## src/rtl/mux_stream_n.sv

```systemverilog
// N-to-1 valid/ready stream mux with a single registered output stage.
// Optional packet lock (in_last/out_last) is enabled by defining MUX_STREAM_N_PKT_LOCK_EN.
module mux_stream_n #(
    parameter int NUM_CH  = 8,
    parameter int DATA_W  = 8,
    parameter int SEL_W   = 3,
    parameter int RR_MODE = 0
) (
    input  logic                     clk,
    input  logic                     rst,
    input  logic [SEL_W-1:0]         sel,
    input  logic [NUM_CH-1:0]        in_valid,
    input  logic [NUM_CH*DATA_W-1:0] in_data,
`ifdef MUX_STREAM_N_PKT_LOCK_EN
    input  logic [NUM_CH-1:0]        in_last,
    output logic                     out_last,
`endif
    output logic [NUM_CH-1:0]        in_ready,
    output logic                     out_valid,
    output logic [DATA_W-1:0]        out_data,
    output logic [SEL_W-1:0]         out_ch,
    input  logic                     out_ready
);

    logic              vld_p1;
    logic [DATA_W-1:0] data_p1;
    logic [SEL_W-1:0]  ch_p1;
    logic [SEL_W-1:0]  last_grant;

    logic              load_en;
    logic              grant_vld;
    logic [SEL_W-1:0]  grant;
    logic              sel_vld;
    logic              rr_vld;
    logic [SEL_W-1:0]  rr_idx;
    logic [DATA_W-1:0] data_mux;
    int                idx;

`ifdef MUX_STREAM_N_PKT_LOCK_EN
    logic              last_p1;
    logic              lock_vld;
    logic [SEL_W-1:0]  lock_ch;
    logic              lock_ch_vld;
    logic              last_mux;
`endif

    assign load_en = !vld_p1 || out_ready;

    always_comb begin
        sel_vld  = 1'b0;
        rr_vld   = 1'b0;
        rr_idx   = '0;
        idx      = 0;
        data_mux = '0;
        in_ready = '0;

        for (int i = 0; i < NUM_CH; i++) begin
            if (i == int'(sel)) sel_vld = in_valid[i];
        end

        // Scan starts one past the previous winner so every channel gets a turn.
        for (int k = 1; k <= NUM_CH; k++) begin
            idx = (int'(last_grant) + k) % NUM_CH;
            if (!rr_vld && in_valid[idx]) begin
                rr_vld = 1'b1;
                rr_idx = SEL_W'(idx);
            end
        end

        if (RR_MODE != 0) begin
            grant     = rr_idx;
            grant_vld = rr_vld;
        end else begin
            grant     = sel;
            grant_vld = sel_vld;
        end

`ifdef MUX_STREAM_N_PKT_LOCK_EN
        lock_ch_vld = 1'b0;
        last_mux    = 1'b0;
        for (int i = 0; i < NUM_CH; i++) begin
            if (i == int'(lock_ch)) lock_ch_vld = in_valid[i];
        end
        // A packet in progress owns the output until its last beat.
        if (lock_vld) begin
            grant     = lock_ch;
            grant_vld = lock_ch_vld;
        end
`endif

        grant_vld = grant_vld && load_en && !rst;

        for (int i = 0; i < NUM_CH; i++) begin
            if (i == int'(grant)) begin
                in_ready[i] = grant_vld;
                data_mux    = in_data[i*DATA_W +: DATA_W];
`ifdef MUX_STREAM_N_PKT_LOCK_EN
                last_mux    = in_last[i];
`endif
            end
        end
    end

    // ---- output register stage (p1) ----
    always_ff @(posedge clk) begin
        if (rst) begin
            vld_p1     <= 1'b0;
            data_p1    <= '0;
            ch_p1      <= '0;
            last_grant <= SEL_W'(NUM_CH - 1);
`ifdef MUX_STREAM_N_PKT_LOCK_EN
            last_p1    <= 1'b0;
            lock_vld   <= 1'b0;
            lock_ch    <= '0;
`endif
        end else if (grant_vld) begin
            vld_p1  <= 1'b1;
            data_p1 <= data_mux;
            ch_p1   <= grant;
            if (RR_MODE != 0) last_grant <= grant;
`ifdef MUX_STREAM_N_PKT_LOCK_EN
            last_p1  <= last_mux;
            lock_vld <= !last_mux;
            lock_ch  <= grant;
`endif
        end else if (out_ready) begin
            vld_p1 <= 1'b0;
        end
    end

    assign out_valid = vld_p1;
    assign out_data  = data_p1;
    assign out_ch    = ch_p1;
`ifdef MUX_STREAM_N_PKT_LOCK_EN
    assign out_last  = last_p1;
`endif

endmodule

```

## config.mk

```make
export PLATFORM = sky130hd
export DESIGN_NAME = mux_stream_n
export DESIGN_NICKNAME = d
export VERILOG_FILES = /design/src/rtl/mux_stream_n.sv
export SDC_FILE = /design/constraint.sdc
export NUM_CORES = 1
export LEC_CHECK = 0
export ABC_CLOCK_PERIOD_IN_PS = 4600
export BUFFER_PORTS_ARGS = -buffer_cell sky130_fd_sc_hd__buf_2
export CAP_MARGIN = 15
export CORE_ASPECT_RATIO = 1.5
export CORE_UTILIZATION = 35
export DETAILED_ROUTE_END_ITERATION = 16
export PLACE_DENSITY = 0.72
export SYNTH_ARGS = -nofsm -noshare
export SYNTH_HDL_FRONTEND = slang
export SYNTH_SLANG_ARGS = --single-unit
```

## constraint.sdc

```tcl
create_clock -name clk -period 4.6 [get_ports clk]
set_clock_uncertainty 0.15 [all_clocks]
set_input_delay 0.92 -clock clk [delete_from_list [all_inputs] [get_ports clk]]
set_output_delay 0.92 -clock clk [all_outputs]
set_load 0.005 [all_outputs]
```

Word-level counts from Yosys, hierarchy flattened
Cells that the tools add are included.

Word-level logic and storage cells: 43. Register bits after elaboration: 12. Output and inout bits: 20.

Reductions and logical operators: 7. Equal/unequal tests: 7. Mux-type cells: 26.

Operators by type and width (count): $mux W8 (8); $mux W1 (18); $eq A3 B3 Y1 const A (4); $eq A2 B3 Y1 const A (2); $eq A1 B3 Y1 const A (1); $logic_not A3 Y1 (1); $logic_and A1 B1 Y1 (2); $logic_not A1 Y1 (2); $reduce_bool A2 Y1 (1); $logic_or A1 B1 Y1 (1).

Depth between registers and ports, before layout
Depth in word-level cells: 12. Gate-level depth with buffers: 8. Gate-level depth less buffers: 5.

Worst setup path before layout
No wires, ideal clock.

Kind: input port to output port. From: in sel[1]. To: out in_ready[3]. Stages on the path: 6. Path slack: 1588 ps. Buffers on the path: 1. Required time: 3530 ps. Arrival time: 1942 ps. Cell sequence: buf_4 -> mux2i_1 -> a211oi_2 -> a21o_4 -> nand3_4 -> nor3b_2.

Longest elaborated chain between the ends: 12.

Ends and longest elaborated chain: start, declared (RTL line 11) `input logic [SEL_W-1:0] sel,`; $logic_not A3 Y1 (RTL line 58) `if (i == int'(sel)) sel_vld = in_valid[i];`; $mux W1 (8 in a row) (RTL line 58); $logic_and A1 B1 Y1 (2 in a row) (RTL line 91) `grant_vld = grant_vld && load_en && !rst;`; $mux W1 (*) (RTL line 94) `if (i == int'(grant)) begin`; end, declared (RTL line 18) `output logic [NUM_CH-1:0] in_ready,`.

Mark *: on every way between the ends. The rest lies on a longest branch, timed or not.

Final worst setup path
From: in sel[1]. To: out in_ready[0].

Longest elaborated chain between the ends: 12.

Ends and longest elaborated chain (RTL line): $logic_not A3 Y1 (58, 94); $mux W1 (8 in a row) (58); $logic_and A1 B1 Y1 (2 in a row) (91); $mux W1 (*) (94).

Marked as above.

==> flow_summary.json <==
{
  "post-route-util_pct": 51.8,
  "grt_pass1_wl_mm": 6.00,
  "gp_congestion": 0.781,
  "cts_tree": "built",
  "antenna_cells": 0,
  "htree_levels": 1,
  "via_per_inst": 5.37,
  "synthArstFlopShare_pct": 0,
  "routed_wl_mm": 4.04,
  "peakVddDrop_v": 0.000206,
  "grt_overflow": 0,
  "crit_buf_inv": 2,
  "synth_edf_count": 0,
  "start_util_pct": 36.7,
  "netlist_area_mm2": 0.00125,
  "grt_max_degree": 28,
  "r2r-end": "out_data[0]$_SDFFE_PP0P_",
  "die_w_um": 50.9,
  "final_area_mm2": 0.00177,
  "cp.arrival_ns": 2.54,
  "worstPathRequired_ns": 3.53,
  "drv_cap": 0,
  "yosys.area.top_type": "dfxtp_1",
  "post-cts-setup-buffers": 0,
  "ys_ff_latch": 12,
  "rr_worst_depth": 5,
  "period_share_pct": 78.4,
  "cp-endpoint": "in_ready[0]",
  "synth_top_family_by_area": "compound AO/OA/AOI/OAI gates",
  "clkTransAtPathRegs_ns": 0.05,
  "critPathKind": "in2out",
  "synthCells": 150,
  "grt_antenna_before_repair": 0,
  "nets": 318,
  "die_h_um": 75.3,
  "synth.most_common_cell": "nor2_1",
  "synthXorXnorAreaFrac_pct": 0,
  "startpoint": "sel[1]",
  "clock_latency_ns": 0.24,
  "dp_cells": 277,
  "dieArea_mm2": 0.00383,
  "fin_ws_ns": 0.994,
  "drc": 0,
  "hold_violations": 0,
  "hold_buffers": 0,
  "critPathTopFamily": "simple AND/OR/NAND/NOR gates",
  "crit_cells": 7,
  "worst_r2r_startpoint": "out_valid$_SDFFE_PP0P_",
  "max_freq_ghz": 0.277,
  "drtIter0Drc": 30,
  "cpMostUsedCell": "buf_2",
  "synthesis.nets": 228,
  "hold-worst-slack_ns": 0.344,
  "placed_area_mm2": 0.00173,
  "critPathLaunchType": "input port",
  "tightest_slew_ns": 0.845,
  "p_leak_nw": 0.898,
  "ys_types": 34,
  "synth_fa_ha_area_share_pct": 0,
  "ant_nets": 0,
  "critPathCaptureType": "output port",
  "port_buffers": 97,
  "stdcell_count": 280,
  "cts_sinks": 12,
  "muxShareOfSynthArea_pct": 25.1,
  "ys_seq_area_share_pct": 19.1,
  "relSlewSlack_pct": 43.7,
  "grt_usage_pct": 20.7,
  "num_io_pins": 98,
  "synth_area_leaders": "dfxtp_1, mux2i_1, mux4_2",
  "slowest_stage": "nand2_1",
  "hp-class": "reg2reg",
  "pre_cts_slack_ns": 1.01,
  "cts-root-buf": "clkbuf_8",
  "grt_pass1_vias": 1383,
  "rsz0062_at_grt": "false",
  "drtPass1Iterations": 4,
  "synth_top_area_share_pct": 19.1,
  "wire_per_inst_um": 14.4,
  "synth_common_cells": "nor2_1, mux2i_1, o211ai_1",
  "min_period_ns": 3.61,
  "powerDensity_mw_per_mm2": 201,
  "finalMaxSlewViolations": 0,
  "drive_gt1_share_pct": 49.2,
  "slowest_delay_ns": 0.38,
  "synth_ff_type": "dfxtp_1",
  "yosys_warnings": 0,
  "coreArea_mm2": 0.00342,
  "outcome": "complete, no violations",
  "fin_tns_setup_ns": 0,
  "synth_compound_area_share_pct": 27.5,
  "synthSimpleGateAreaFrac_pct": 20.8,
  "rows": 26,
  "finalPower_uw": 356,
  "dr_total_vias": 1504,
  "crit_path_cell_trace": "buf_2 -> nand2_1 -> a21oi_1 -> a21o_4 -> nand2_4 -> nor4_2 -> buf_2",
  "setup_violations": 0,
  "clk_path_buf_depth": 2,
  "rrSetupSlack_ns": 3.03,
  "numCtsBuffers": 3,
  "avgSynthCellArea_um2": 8.37,
  "cts_resized": 0,
  "area_delta_synth_final_pct": 40.9,
  "crit_fanout": 17,
  "place_hpwl_mm": 3.19
}
## flip-flops by register name, summed over array words and instances, names as in the netlist
register	flops
out_data	8
out_ch	3
out_valid	1
## layer usage
layer	global-route usage [%]	vias up	share of wire (%)
li1	-	743	-
met3	2.20	6	7.0
met5	0	-	0
met4	11.1	0	1.9
met1	23.2	693	41
met2	38.2	62	50
## report_power, final
group | internal (mW) | switching [mW]
Sequential | 0.115 | 0.00519
Combinational | 0.0708 | 0.0717
Clock | 0.0574 | 0.0355
Total | 0.244 | 0.112
## logic make-up after synthesis
family,Yosys count
AOI/OAI and AO/OA,51
buffers and inverters,16
DFF,12
muxes,24
and+or+nand+nor,47
## worst min path at each step
| stage | from | end | slack [ns] | depth (start not counted) |
|---|---|---|---|---|
| floorplan | out_ch[1]$_SDFFE_PP0P_ | out_ch[1]$_SDFFE_PP0P_ | 0.33 | 2 |
| global placement | out_data[6]$_SDFFE_PP0P_ | out_data[6]$_SDFFE_PP0P_ | 0.33 | 2 |
| detailed placement | out_ch[2]$_SDFFE_PP0P_ | out_ch[2]$_SDFFE_PP0P_ | 0.33 | 2 |
| CTS | out_ch[2]$_SDFFE_PP0P_ | out_ch[2]$_SDFFE_PP0P_ | 0.34 | 2 |
| global route | out_data[4]$_SDFFE_PP0P_ | out_data[4]$_SDFFE_PP0P_ | 0.36 | 2 |
| finish | out_data[6]$_SDFFE_PP0P_ | out_data[6]$_SDFFE_PP0P_ | 0.34 | 2 |
## layout by cell type (no fill, tap or decap), drive strengths merged, types with 2 or more instances in the layout
master,Yosys,final
a211o,6,6
o211ai,13,13
nand2b,2,2
a32oi,2,2
nor4,2,2
o32ai,2,2
nor3,2,2
o21ai,15,15
nor2,22,22
nand2,8,8
mux2i,18,18
nand3,3,3
dfxtp,12,12
and2,2,2
nor2b,2,2
a21oi,10,10
mux4,6,6
buf,8,100
clkbuf,7,3
## tightest hold or removal path: stages, from the launching register on
cell	delay, ns
dfxtp_1	0.30
o211ai_1	0.08
o21ai_1	0.06
## layout make-up
type	count	area, um2
fill	369	1650
inverter	1	3.75
sequential	12	240
multi-input combinational	122	922
clock buffer	3	41.3
tap	42	52.6
timing repair buffer	100	508
Note: power is estimated with default switching activity, not from simulation.
